File: config.mk
export PLATFORM = sky130hd
export DESIGN_NAME = alu_arbiter_seq
export DESIGN_NICKNAME = d
export VERILOG_FILES = /design/src/rtl/alu_arbiter_seq.sv
export SDC_FILE = /design/constraint.sdc
export NUM_CORES = 1
export LEC_CHECK = 0
export ABC_AREA = 1
export BUFFER_PORTS_ARGS = -buffer_cell sky130_fd_sc_hd__buf_2
export CORE_MARGIN = 2
export CORE_UTILIZATION = 38
export CTS_BUF_LIST = sky130_fd_sc_hd__clkbuf_16
export DETAILED_ROUTE_END_ITERATION = 12
export HOLD_SLACK_MARGIN = 0.08
export PLACE_DENSITY_LB_ADDON = 0.1
export SLEW_MARGIN = 20
export SYNTH_ARGS = -nofsm -noshare
export SYNTH_HDL_FRONTEND = slang
export SYNTH_SLANG_ARGS = --single-unit
File: constraint.sdc
create_clock -name i_clk -period 3.54 [get_ports i_clk]
set_input_delay 0 -clock i_clk [delete_from_list [all_inputs] [get_ports i_clk]]
set_output_delay 0 -clock i_clk [all_outputs]
set_load 0.05 [all_outputs]
File: src/rtl/alu_arbiter_seq.sv
// rtl/alu_arbiter_seq.sv - round-robin arbiter and sequencer for the shared 8-bit ALU
module alu_arbiter_seq #(
    parameter int DATA_W     = 8,
    parameter int OP_W       = 4,
    parameter int RESULT_LAT = 1
) (
    input  logic              i_clk,
    input  logic              i_rst,
    input  logic              i_req0_valid,
    output logic              o_req0_ready,
    input  logic [DATA_W-1:0] i_req0_a,
    input  logic [DATA_W-1:0] i_req0_b,
    input  logic              i_req0_cin,
    input  logic [OP_W-1:0]   i_req0_op,
    input  logic              i_req0_flag_en,
    input  logic              i_req1_valid,
    output logic              o_req1_ready,
    input  logic [DATA_W-1:0] i_req1_a,
    input  logic [DATA_W-1:0] i_req1_b,
    input  logic              i_req1_cin,
    input  logic [OP_W-1:0]   i_req1_op,
    input  logic              i_req1_flag_en,
    output logic              o_rsp_valid,
    input  logic              i_rsp_ready,
    output logic              o_rsp_id,
    output logic [DATA_W-1:0] o_rsp_data,
    output logic [4:0]        o_flags,
    output logic [DATA_W-1:0] o_alu_a,
    output logic [DATA_W-1:0] o_alu_b,
    output logic              o_alu_cin,
    output logic [OP_W-1:0]   o_alu_op,
    output logic              o_alu_sel,
    output logic              o_flag_sel,
    input  logic [DATA_W-1:0] i_alu_out,
    input  logic              i_zr,
    input  logic              i_ng,
    input  logic              i_pa,
    input  logic              i_co,
    input  logic              i_of,
    output logic              o_busy
);

    typedef enum logic [1:0] {IDLE, ISSUE, WAIT, RESP} state_t;

    localparam logic [2:0] LAT_LOAD = 3'(RESULT_LAT);

    state_t     state;
    logic       last_grant;
    logic       flag_en_q;
    logic [2:0] wait_cnt;
    logic       grant_any;
    logic       grant_id;

    // Round-robin pick: on a tie the requester not granted last wins
    always_comb begin
        grant_any = i_req0_valid | i_req1_valid;
        grant_id  = (i_req0_valid && i_req1_valid) ? ~last_grant : i_req1_valid;
    end

    // Ready is only offered in IDLE; gated by reset so outputs read 0 during reset
    assign o_req0_ready = !i_rst && (state == IDLE) && i_req0_valid && !grant_id;
    assign o_req1_ready = !i_rst && (state == IDLE) && i_req1_valid && grant_id;

    // Sequencer: grant, strobe the ALU, wait out its latency, hold the response
    always_ff @(posedge i_clk or posedge i_rst) begin
        if (i_rst) begin
            state       <= IDLE;
            last_grant  <= 1'b1;
            flag_en_q   <= 1'b0;
            wait_cnt    <= '0;
            o_rsp_valid <= 1'b0;
            o_rsp_id    <= 1'b0;
            o_rsp_data  <= '0;
            o_flags     <= '0;
            o_alu_a     <= '0;
            o_alu_b     <= '0;
            o_alu_cin   <= 1'b0;
            o_alu_op    <= '0;
            o_alu_sel   <= 1'b0;
            o_flag_sel  <= 1'b0;
            o_busy      <= 1'b0;
        end else begin
            case (state)
                IDLE: begin
                    if (grant_any) begin
                        last_grant <= grant_id;
                        o_rsp_id   <= grant_id;
                        o_alu_a    <= grant_id ? i_req1_a : i_req0_a;
                        o_alu_b    <= grant_id ? i_req1_b : i_req0_b;
                        o_alu_cin  <= grant_id ? i_req1_cin : i_req0_cin;
                        o_alu_op   <= grant_id ? i_req1_op : i_req0_op;
                        flag_en_q  <= grant_id ? i_req1_flag_en : i_req0_flag_en;
                        o_flag_sel <= grant_id ? i_req1_flag_en : i_req0_flag_en;
                        o_alu_sel  <= 1'b1;
                        o_busy     <= 1'b1;
                        state      <= ISSUE;
                    end
                end
                ISSUE: begin
                    o_alu_sel  <= 1'b0;
                    o_flag_sel <= 1'b0;
                    wait_cnt   <= LAT_LOAD;
                    state      <= WAIT;
                end
                WAIT: begin
                    if (wait_cnt == 3'd1) begin
                        o_rsp_data  <= i_alu_out;
                        if (flag_en_q) begin
                            o_flags <= {i_of, i_co, i_pa, i_ng, i_zr};
                        end
                        o_rsp_valid <= 1'b1;
                        state       <= RESP;
                    end else begin
                        wait_cnt <= wait_cnt - 3'd1;
                    end
                end
                RESP: begin
                    if (i_rsp_ready) begin
                        o_rsp_valid <= 1'b0;
                        o_busy      <= 1'b0;
                        state       <= IDLE;
                    end
                end
                default: state <= IDLE;
            endcase
        end
    end

endmodule
# Yosys cells after proc, flatten, opt, wreduce, memory -nomap -nowiden
# Cells that the tools add are included.
# word_totals
mem_bits_rw	0
in_bits	62
romBits	0
out_inout_bits	41
reg_bits	46
n_memories	0
latch_bits	0
# classes
n_reduce_logical	21
magnitude_cmp	0
n_eq_ne	8
multipliers	0
shift	0
bitwise	2
n_div	0
add_sub_neg	1
mux	20
# op_table
op	count
$mux 8	2
$reduce_and 3->1	4
$ne 2x2->1 const B	4
$pmux 1 s2	4
$pmux 2 s4	1
$reduce_and 2->1	4
$reduce_bool 2->1	4
$mux 1	7
$logic_and 1x1->1	6
$mux 2	3
$pmux 3 s2	1
$eq 2x2->1 const B	2
$mux 4	1
$eq 3x1->1 const B	1
$mux 3	1
$sub 3x1->3 const B	1
$eq 2x1->1 const B	1
$logic_not 1->1	2
$logic_not 2->1	1
$not 1->1	1
$or 1x1->1	1

# Depth between registers and ports, before layout
# Gate-level depths: netlist of run 1.
# depth
depth_word	5
ltp_mapped	8
ltp_nobuf	7

# Worst setup path after synthesis of run 1
# OpenSTA, ideal clock, no wires.
# synth_timing
path_type	input to output
from	in i_rst
to	out o_req0_ready
path_slack_ns	1.267
t_required_ns	3.540
n_path_buf	0
t_arrival_ns	2.273
cell_stages	3
path_cell_list	inv_1 > nand2_1 > nor3_1
# synth_via
elab_chain_len	4
# synth_rtl
element	line	text
start: declaration	8	input logic i_rst,
$logic_not 1->1 (no line)	-	
$logic_and 1x1->1 (3 in a row)	61	assign o_req0_ready = !i_rst && (state == IDLE) && i_req0_valid && !grant_id;
end: declaration	10	output logic o_req0_ready,
# Every way passes these cells.

# Final worst setup path of run 1
# layout_timing
from	reg last_grant
to	reg o_alu_a[4]
# layout_via
elab_chain_len	3
# layout_rtl
element	line	text
start: declaration	48	logic last_grant;
start signal: assignment	86	last_grant <= grant_id;
$not 1->1	57	grant_id = (i_req0_valid && i_req1_valid) ? ~last_grant : i_req1_valid;
$mux 1	57	
$mux 8	88	o_alu_a <= grant_id ? i_req1_a : i_req0_a;
end signal: assignment	88	
end: declaration	28	output logic [DATA_W-1:0] o_alu_a,
# Every way passes these cells.
# A chain may end at the register's enable or synchronous reset.

==> results.md, run 1 <==
- Placed Cells incl. Taps: approximately 470
- Finished Layout Cells: approximately 530
- Layout fillers: about 530
- PwrDens: a little over 900 nW/um^2
- CTS tree: yes
- Commonest non-fill, non-tap cell in the layout: nand2_1
- Die area: 6610 sq um
- Routed vias: 2,349
- Critical path peak fanout: 24
- #FFs+latches synth: 46
- Slew margin rel.: 0.598
- Final Hold Vio Count: 0
- Register area: roughly 1200 sq um
- Layout Nets: between 500 and 600
- Hold Path Depth: 5
- Port bufs: between 100 and 150
- Status: complete, no violations
- Synthesis-to-layout area growth: 56.4%
- Critical path required time: 3710 ps
- Worst Hold Path EP: flag_en_q
- Core area: 5850 sq um
- 1st-iter DRT viols: 84
- Syn nets: roughly 370
- Clock buffer depth: 2
- DP Wirelength: 3850 um
- Fmax: roughly 0.51 GHz
- Worst vdd ir: between 400 and 500 uV
- Clock Latency Late Sink: between 200 and 300 ps
- Routability cong.: between 0.6 and 0.7
- Synth Warn #: 0
- Vias in the first global route: around 2.1k
- Post-CTS sizing: 0
- Setup slack after layout: 1580 ps
- Critical R2R Capture: o_alu_a[4]
- Unrepaired setup endpoints after global routing: false
- Clock buffer count from CTS: 5
- GRT overflow: 0
- First-pass GRT wire length: ~9400 um
- Cell depth of the worst flop-to-flop path: 8
- I/O pin total: approximately 100
- Max_cap viols: 0
- Most frequent cells in the layout: nand2_1 (189), buf_2 (102), dlygate4sd3_1 (57)
- Final Max Tran Viols: 0
- Setup CP Type: register to register
- DR vias/cell: approximately 4.4
- H-Tree Depth: 2
- Register area share after synthesis: 0.507
- Clk_skew: roughly 5.4 ps
- Clk pin slew, worst setup/hold paths: about 60 ps
- Gr usage total: 0.186
- Count of different cell masters after synthesis: 24
- Reg-to-reg setup timing slack: between 1500 and 2000 ps
- Area of the multi-input gates: 981 sq um
- Sum Neg Setup Slack: 0 ps
- Tightest Pin Transition: between 600 and 700 ps
- Initial antenna violation count: 0
- Final wirelength: approximately 6000 um
- Leak pwr: roughly 2 nW
- Final Cycle Share: 0.552
- Final min period: between 1500 and 2000 ps
- Clk root buf: clkbuf_16
- Syn avg cell area: 7.60 sq um
- Die H: 81.3 um
- Initial core utilization: 0.388
- Post-DRT Antenna Nets: 0
- Final setup fails: 0
- Reg2reg start: last_grant
- Share of cells above drive strength 1: 0.260
- Setup WS pre-CTS: 1680 ps
- Die Wd: 81.3 um
- Final core utilization: 0.607
- Cell Area, Synth: 2270 sq um
- Cell row count: 28
- Critical Path Sink Type: register
- Worst path arrival time: ~2100 ps
- Gate Count Post-Synth: ~300
- Pre-antenna DRT Iters: 4
- # diodes: 0
- Hold path start: i_req1_flag_en
- Average wire per standard cell: 11.3 um
- Element type at the critical path start: register
- DRC Markers: 0
- Hold crit path type: input port to register
- Largest net degree at the start of global routing: between 40 and 50
- CTS Sinks: 46
[what timing repair did]
action	4_1_cts	5_1_grt
endpoints found under the setup margin	0	0
hold endpoints to repair	80	0
hold buffers	57	0
buffers inserted	0	0
[metal layers]
layer  global-route usage  routed length, um  vias up
met5                    0                  0        -
met4               0.0610                 80        0
met3               0.0467                337        9
met2                0.334               3000       61
met1                0.215               2600     1052
li1                     -                  -     1227
[critical path, stage by stage, from the launching register on]
cell           delay, ps
dfstp_2              550
nand2_2               70
nand2_4              230
inv_4                170
nand2_1               90
nand2_1               50
dlygate4sd3_1        550
nand2_1               60
nand2_1               50
[logic make-up (layout without fill, tap and decap cells)]
logic type      after synthesis  after routing  synth area share
simple gates                204            204             0.352
flops                        46             46             0.507
buf+inv                      27            186            0.0606
compound gates               14             14            0.0380
fa+ha+maj                     7              7            0.0386
xor+xnor                      1              1           0.00386
[area by class of cell]
type / count / share of cell area
sequential: 46 / 0.324
timing repair buffer: 160 / 0.306
multi-input combinational: 226 / 0.276
clock buffer: 5 / 0.0352
tap: 75 / 0.0264
inverter: 18 / 0.0197
clock inverter: 3 / 0.0116
[synthesized netlist by cell type (all sizes together)]
| cell | instances | share of area |
|---|---|---|
| nand3 | 7 | 0.018 |
| dfrtp | 45 | 0.50 |
| buf | 9 | 0.030 |
| clkinv | 1 | 0.0017 |
| xor2 | 1 | 0.0039 |
| nor2 | 2 | 0.0033 |
| inv | 17 | 0.029 |
| nand4 | 2 | 0.0055 |
| nand2 | 191 | 0.32 |
| o21ai | 12 | 0.031 |
| nor3 | 1 | 0.0022 |
| o211ai | 2 | 0.0066 |
| or2 | 1 | 0.0028 |
| ha | 7 | 0.039 |
| dfstp | 1 | 0.012 |
[report_power, final]
group / internal [mW] / switching (mW) / leakage [nW]
Combinational: 0.483 / 1.33 / 1.41
Sequential: 0.779 / 0.132 / 0.569
Clock: 0.330 / 0.192 / 0.0812
[registers in the layout (all words and copies together), names as in the netlist]
name	flops
wait_cnt	3
o_flags	5
flag_en_q	1
o_alu_sel	1
o_alu_a	8
o_busy	1
o_alu_b	8
o_alu_op	4
state	2
o_alu_cin	1
o_rsp_valid	1
o_flag_sel	1
o_rsp_id	1
last_grant	1
o_rsp_data	8
[per-stage QoR]
stage	hold WS (ps)	total power [mW]	instance area, sq um
after global placement	193	2.64	2820
after detailed placement	189	2.66	2820
final	118	3.24	3550
after CTS	114	3.28	3550
after floorplan	110	2.26	2270
after global routing	147	3.48	3550
[how the worst max path moves through the flow]
stage          startpoint      endpoint  slack (ps)  cells past startpoint
3_3_place_gp     state[0]     o_alu_sel        1730                      6
2_1_floorplan       i_rst  o_req0_ready        1270                      3
5_1_grt        last_grant    o_alu_b[3]        1480                      8
3_5_place_dp     state[0]     o_alu_sel        1680                      6
4_1_cts        last_grant    o_alu_a[5]        1570                      8
6_report       last_grant    o_alu_a[4]        1580                      8
Power figures use the tool's default switching activity.
==> run 2: changes to the inputs <==
--- a/config.mk
+++ b/config.mk
@@ -5,7 +5,7 @@
 export SDC_FILE = /design/constraint.sdc
 export NUM_CORES = 1
 export LEC_CHECK = 0
-export ABC_AREA = 1
+export ABC_AREA = 0
 export BUFFER_PORTS_ARGS = -buffer_cell sky130_fd_sc_hd__buf_2
 export CORE_MARGIN = 2
 export CORE_UTILIZATION = 38
==> constraint.sdc (replaced) <==
create_clock -name i_clk -period 1.6 [get_ports i_clk]
set_input_delay 0 -clock i_clk [delete_from_list [all_inputs] [get_ports i_clk]]
set_output_delay 0 -clock i_clk [all_outputs]
set_load 0.05 [all_outputs]
==> run 2 against run 1 <==
Effect of this change:
- design area rose by 2.0%
- clock-buffer cell count did not move
- sequential power rose by 120%
- synthesized cell count fell by 38%
- hold slack got worse by 48 ps
- largest power group unchanged
- core utilization rose by 5.1 points
- critical path type unchanged
==> results.md, run 2 <==
- Status: complete, no violations
- Post-DRT Antenna Nets: 0 (unchanged)
- Layout Nets: 427 (-19%)
- Async SR Flop Fraction: 1.00 (unchanged)
- Met2 WL: 2930 um (-2.5%)
- Syn nets: 254 (-31%)
- Worst path arrival time: 1700 ps (-430 ps)
- Share of cells above drive strength 1: 0.421 (+0.161)
- Critical path required time: 1770 ps (-1940 ps)
- Critical Path Sink Type: register
- #FFs+latches synth: 46 (unchanged)
- Final Cycle Share: 0.960 (+0.408)
- Cell Area, Synth: 2160 sq um (-5.0%)
- Internal Power: 3.79 mW (+140%)
- Critical-path top delay cell: dfrtp_1
- Routed vias: 1,975 (-16%)
- Clock buffer depth: 2 (unchanged)
- Leak pwr: 1.86 nW (-9.6%)
- Final min period: 1540 ps (-420 ps)
- Die Wd: 79.3 um (-2.4%)
- Metal3 WL: 301 um (-11%)
- Element type at the critical path start: register
- Top flop regs: o_alu_a: 8 flops, o_alu_b: 8 flops, o_rsp_data: 8 flops
- Setup CP Type: register to register
- Cell row count: 27 (-3.6%)
- 1st-iter DRT viols: 46 (-45%)
- CP endpoint: state[1]
- Gr usage total: 0.179 (-0.00685)
- Count of different cell masters after synthesis: 33 (+38%)
- GRT overflow: 0 (unchanged)
- Top routing layer in use: met4
- Reg2reg start: state[0]
- CP delay by family, top: flip-flops
- Sum Neg Setup Slack: 0 ps (unchanged)
- Combinational power share: 0.567 (+0.009)
- Critical R2R Capture: state[1]
- # diodes: 0 (unchanged)
- PwrDens: 2010 nW/um^2 (+120%)
- Clk_skew: 3.50 ps (-1.89 ps)
- Final wirelength: 5740 um (-4.6%)
- Reg-to-reg setup timing slack: 60 ps (-1520 ps)
- Final Hold Vio Count: 0 (unchanged)
- Clock Power Share: 0.158 (-0.003)
- Clock Latency Late Sink: 280 ps (about the same)
- Critical path peak fanout: 4 (-83%)
- Die area: 6290 sq um (-4.8%)
- DP Wirelength: 3470 um (-9.9%)
- Count leader, synth: dfrtp_1
- Unrepaired setup endpoints after global routing: true
- Hold path start: i_req1_flag_en
- Crit path from: state[0]
- Commonest non-fill, non-tap cell in the layout: buf_2
- Routability cong.: 0.705 (+3.4%)
- Initial antenna violation count: 0 (unchanged)
- DRC Markers: 0 (unchanged)
- Final Max Tran Viols: 0 (unchanged)
- Final setup fails: 0 (unchanged)
- Sequential Power Share: 0.276 (-0.005)
- Ys flop type: dfrtp_1
- Initial core utilization: 0.392 (+0.00358)
- I/O pin total: 103 (unchanged)
- CTS tree: yes
- Hold crit path type: input port to register
- H-Tree Depth: 2 (unchanged)
- Number of flops mapped to enable cells by yosys: 0 (unchanged)
- Crit-path cells: inv_2 -> ha_1 -> nor3b_2 -> a211o_2 -> mux2_2
- Top cells by count, synth: dfrtp_1 (45), o21ai_0 (28), nand2_1 (27)
- Synthesis-to-layout area growth: 68.0%
- DR vias/cell: 4.58 (+4.0%)
- Total Power: 7.30 mW (+130%)
- Register area share after synthesis: 0.534 (+0.0268)
- Clk pin slew, worst setup/hold paths: 60 ps (about the same)
- Max_cap viols: 0 (unchanged)
- Switch share: 0.481 (-0.0278)
- Final core utilization: 0.658 (+0.0511)
- Metal-1 WL: 2390 um (-8.1%)
- Area leader, netlist: dfrtp_1
- Pre-antenna DRT Iters: 6 (+2)
- Synth Warn #: 0 (unchanged)
- Largest net degree at the start of global routing: 47 (-2.1%)
- Layout fillers: 441 (-17%)
- Cell depth of the worst flop-to-flop path: 5 (-3)
- Vias in the first global route: 1,971 (-6.9%)
- Yosys top cell area share: 0.522 (+0.0262)
- First-pass GRT wire length: 8800 um (-6.9%)
- CTS Sinks: 46 (unchanged)
- Largest cells by area after synthesis: dfrtp_1 (52%), mux2i_1 (11%), mux2_2 (7.3%)
- Gate Count Post-Synth: 185 (-38%)
- WP depth: 5 (-3)
- P_sw: 3.51 mW (+110%)
- Average wire per standard cell: 13.3 um (+18%)
- Slew margin rel.: 0.613 (+0.0146)
- Worst vdd ir: 990 uV (+120%)
- Clock buffer count from CTS: 5 (unchanged)
- Tightest Pin Transition: 581 ps (-19.7 ps)
- Most frequent cells in the layout: buf_2 (100), dlygate4sd3_1 (59), dfrtp_1 (45)
- CP max stage delay: 390 ps (-160 ps)
- Fmax: 0.651 GHz (+27%)
- Worst Path Buf+Inv: 1 (-1)
- Clk root buf: clkbuf_16
- Core area: 5510 sq um (-5.9%)
- Port bufs: 102 (unchanged)
- Die H: 79.3 um (-2.4%)
- Syn avg cell area: 11.7 sq um (+54%)
[run 2: changes by cell type after synthesis, moves of 3 or more]
cell / previous run / this run
a21oi_1: 0 / 3
inv_1: 15 / 8
mux2_2: 0 / 14
mux2i_1: 0 / 24
nand2_1: 189 / 27
nand3_1: 6 / 0
o21ai_0: 8 / 28
o21ai_1: 3 / 0
[run 2: metal layers]
metal / up-vias / GRT usage
li1: 993 / -
met1: 914 / 0.200
met2: 58 / 0.332
met3: 10 / 0.0443
met4: 0 / 0.0569
met5: - / 0
[run 2: worst min-delay path by stage]
stage | depth (start not counted) | slack [ps] | endpoint
5_1_grt | 3 | 100 | o_flag_sel
6_report | 3 | 70 | flag_en_q
3_5_place_dp | 2 | 240 | o_rsp_data[1]
2_1_floorplan | 1 | 20 | flag_en_q
4_1_cts | 3 | 90 | flag_en_q
3_3_place_gp | 2 | 230 | o_flags[3]
[run 2: power by group through the flow]
stage | clock network [mW] | registers [mW] | logic [mW]
after global routing | 1.25 | 2.09 | 4.42
final | 1.15 | 2.01 | 4.14
after detailed placement | 0 | 2.03 | 3.92
after global placement | 0 | 2.01 | 3.88
after CTS | 1.18 | 2.01 | 4.04
after floorplan | 0 | 3.71 | 1.30
[run 2: tightest hold or removal path, cell delays in order]
cell,delay (ps)
buf_2,70
mux2i_1,80
o21ai_0,160
[run 2: through the flow]
step                setup WS (ps)  area, sq um  hold slack (ps)  cells
global placement            -3.12         2780              233    356
global route                -26.5         3620              105    431
CTS                          2.55         3540             91.3    423
finish                       64.0         3620             70.6    431
floorplan                    48.1         2170             19.3    185
detailed placement          -49.6         2780              237    356
[run 2: final cells by class]
cell class	instances	area, sq um	area share
clock buffer	5	125	0.0345
clock inverter	3	41.3	0.0114
inverter	8	33.8	0.00932
multi-input combinational	122	921	0.254
sequential	46	1150	0.318
tap	72	90.1	0.0249
timing repair buffer	175	1260	0.348
[run 2: cell families (layout without fill, tap and decap cells)]
logic type | Yosys count | after routing | share of synthesized area
adder cells (fa/ha/maj) | 7 | 7 | 0.0406
AO/OA/AOI/OAI | 40 | 40 | 0.107
flip-flops | 46 | 46 | 0.534
AND/OR/NAND/NOR | 37 | 37 | 0.0876
multiplexers | 38 | 38 | 0.184
buffers and inverters | 17 | 191 | 0.0464
[run 2: what timing repair did]
action	4_1_cts	5_1_grt
hold endpoints to repair	82	0
endpoints found under the setup margin	17	18
pin swaps	0	1
setup buffers	0	7
hold buffers	59	0
resized for setup	4	3
gates cloned	0	1
==> run 3: changes to the inputs <==
==> constraint.sdc (replaced) <==
create_clock -name i_clk -period 1.53 [get_ports i_clk]
set_input_delay 0 -clock i_clk [delete_from_list [all_inputs] [get_ports i_clk]]
set_output_delay 0 -clock i_clk [all_outputs]
set_load 0.05 [all_outputs]
==> run 3 against run 2 <==
Effect of this change:
- global-route usage increased by 1.8 points
- design area increased by 2.0%
- clock skew decreased by 0.52 ps
- clock-buffer cell count unchanged
- critical path depth unchanged
- critical path type unchanged
- first-iteration DRC count increased by 6.5%
- critical endpoint unchanged
- maximum frequency increased by 1.3%
- routed wire length increased by 5.1%
- hold slack improved by 310 ps
- sequential share of layout area decreased by 0.62 points
- non-clock buffer count increased by 5
- largest power group unchanged
- final cell count increased by 1.2%
==> results.md, run 3 (same netlist as run 2, synthesis figures left out) <==
- Layout fillers: 439 (-0.45%)
- Setup CP Type: register to register
- DP Wirelength: 3570 um (+2.9%)
- Critical R2R Capture: state[1]
- Pre-antenna DRT Iters: 4 (-2)
- 1st-iter DRT viols: 49 (+6.5%)
- Total Power: 7.66 mW (+5.0%)
- Clock buffer depth: 2 (unchanged)
- Max_cap viols: 0 (unchanged)
- Tightest Pin Transition: 364 ps (-216 ps)
- Clock Latency Late Sink: 280 ps (about the same)
- Post-DRT Antenna Nets: 0 (unchanged)
- Vias in the first global route: 2,101 (+6.6%)
- CTS tree: yes
- Internal Power: 3.92 mW (+3.6%)
- Top flop regs: o_alu_a: 8 flops, o_alu_b: 8 flops, o_rsp_data: 8 flops
- Clock buffer count from CTS: 5 (unchanged)
- Clk root buf: clkbuf_16
- Final Cycle Share: 0.991 (+0.0307)
- Clk_skew: 2.99 ps (-0.519 ps)
- Core area: 5510 sq um (unchanged)
- CTS Sinks: 46 (unchanged)
- Status: complete, no violations
- # diodes: 0 (unchanged)
- Initial antenna violation count: 0 (unchanged)
- Final Hold Vio Count: 0 (unchanged)
- Routed vias: 2,025 (+2.5%)
- Commonest non-fill, non-tap cell in the layout: buf_2
- Worst vdd ir: 1230 uV (+24%)
- Crit-path cells: buf_4 -> ha_2 -> nor2b_2 -> a211o_2 -> mux2_2
- Final min period: 1520 ps (-20.2 ps)
- Final core utilization: 0.671 (+0.0132)
- Leak pwr: 1.89 nW (+1.7%)
- Average wire per standard cell: 13.8 um (+3.9%)
- DR vias/cell: 4.64 (+1.4%)
- Element type at the critical path start: register
- Unrepaired setup endpoints after global routing: true
- Critical path peak fanout: 2 (-2)
- Port bufs: 102 (unchanged)
- Most frequent cells in the layout: buf_2 (100), dlygate4sd3_1 (61), dfrtp_1 (45)
- Routability cong.: 0.730 (+3.5%)
- Critical path required time: 1700 ps (-70 ps)
- Fmax: 0.660 GHz (+1.3%)
- Hold crit path type: input port to asynchronous set/reset pin
- P_sw: 3.74 mW (+6.5%)
- Die area: 6290 sq um (unchanged)
- DRC Markers: 0 (unchanged)
- GRT overflow: 0 (unchanged)
- Reg-to-reg setup timing slack: 10 ps (-50 ps)
- Sum Neg Setup Slack: 0 ps (unchanged)
- H-Tree Depth: 2 (unchanged)
- Sequential Power Share: 0.275 (about the same)
- Synthesis-to-layout area growth: 71.4%
- Slew margin rel.: 0.757 (+0.144)
- Cell depth of the worst flop-to-flop path: 5 (unchanged)
- Worst path arrival time: 1680 ps (-20 ps)
- Final wirelength: 6030 um (+5.1%)
- Reg2reg start: state[0]
- Clk pin slew, worst setup/hold paths: 60 ps (about the same)
- Switch share: 0.488 (+0.00709)
- PwrDens: 2070 nW/um^2 (+2.9%)
- First-pass GRT wire length: 9630 um (+9.5%)
- Clock Power Share: 0.137 (-0.021)
- Final setup fails: 0 (unchanged)
- I/O pin total: 103 (unchanged)
- Final Max Tran Viols: 0 (unchanged)
- Layout Nets: 432 (+1.2%)
- Share of cells above drive strength 1: 0.440 (+0.0189)
- Die Wd: 79.3 um (unchanged)
- Largest net degree at the start of global routing: 44 (-6.4%)
- CP max stage delay: 390 ps (about the same)
- Die H: 79.3 um (unchanged)
- Cell row count: 27 (unchanged)
- Combinational power share: 0.588 (+0.021)
- Critical-path top delay cell: dfrtp_1
- Initial core utilization: 0.392 (unchanged)
- Gr usage total: 0.197 (+0.0184)
- Final hold slack: 380 ps (+309 ps)
- Critical Path Sink Type: register
[run 3: power groups by stage]
stage | Combinational, mW | Clock (mW) | Sequential (mW)
final | 4.51 | 1.05 | 2.11
after global routing | 4.81 | 1.14 | 2.20
after CTS | 4.39 | 1.08 | 2.10
after detailed placement | 4.14 | 0 | 2.13
after global placement | 4.09 | 0 | 2.10
after floorplan | 1.36 | 0 | 3.88
[run 3: metrics by stage]
stage / cell area, sq um / instances / worst slack, ps
global route: 3700 / 436 / -31.0
finish: 3700 / 436 / 14.2
detailed placement: 2790 / 358 / -42.8
CTS: 3640 / 433 / 5.49
floorplan: 2170 / 185 / 30.2
global placement: 2790 / 358 / -23.3
[run 3: final cells by class]
cell class	instances	area, sq um	share of cell area
Multi-Input combinational cell	122	957	0.259
Sequential cell	46	1150	0.312
Clock inverter	3	21.3	0.00575
Timing Repair Buffer	180	1320	0.356
Tap cell	72	90.1	0.0244
Clock buffer	5	125	0.0338
Inverter	8	36.3	0.00981
[run 3: layer usage]
layer  up-vias  GRT usage  part of all wire
li1       1006          -                 -
met4         0     0.0655             0.017
met1       944      0.222              0.39
met3         9     0.0386             0.051
met2        66      0.371              0.54
met5         -          0                 0
[run 3: repair_timing]
action | 4_1_cts | 5_1_grt
hold buffers | 61 | 0
hold endpoints to repair | 84 | 0
buffers inserted | 5 | 3
pin swaps | 2 | 3
gates cloned | 1 | 0
resized for setup | 6 | 12
endpoints found under the setup margin | 15 | 36
[run 3: worst max path at each step]
stage	startpoint	cells past startpoint	end	slack (ps)
after global routing	state[0]	5	state[1]	-30
final	state[0]	5	state[1]	10
after floorplan	state[0]	5	state[1]	30
after global placement	state[0]	4	o_flags[1]	-20
after detailed placement	state[0]	4	o_flags[4]	-40
after CTS	state[1]	4	o_flags[4]	5
[run 3: critical path: cells and delay by family (launching register included)]
family / cells / cell delay, ps
buffers and inverters: 1 / 140
AOI/OAI and AO/OA: 1 / 280
muxes: 1 / 270
and+or+nand+nor: 1 / 150
adders and majority gates: 1 / 170
DFF: 1 / 390
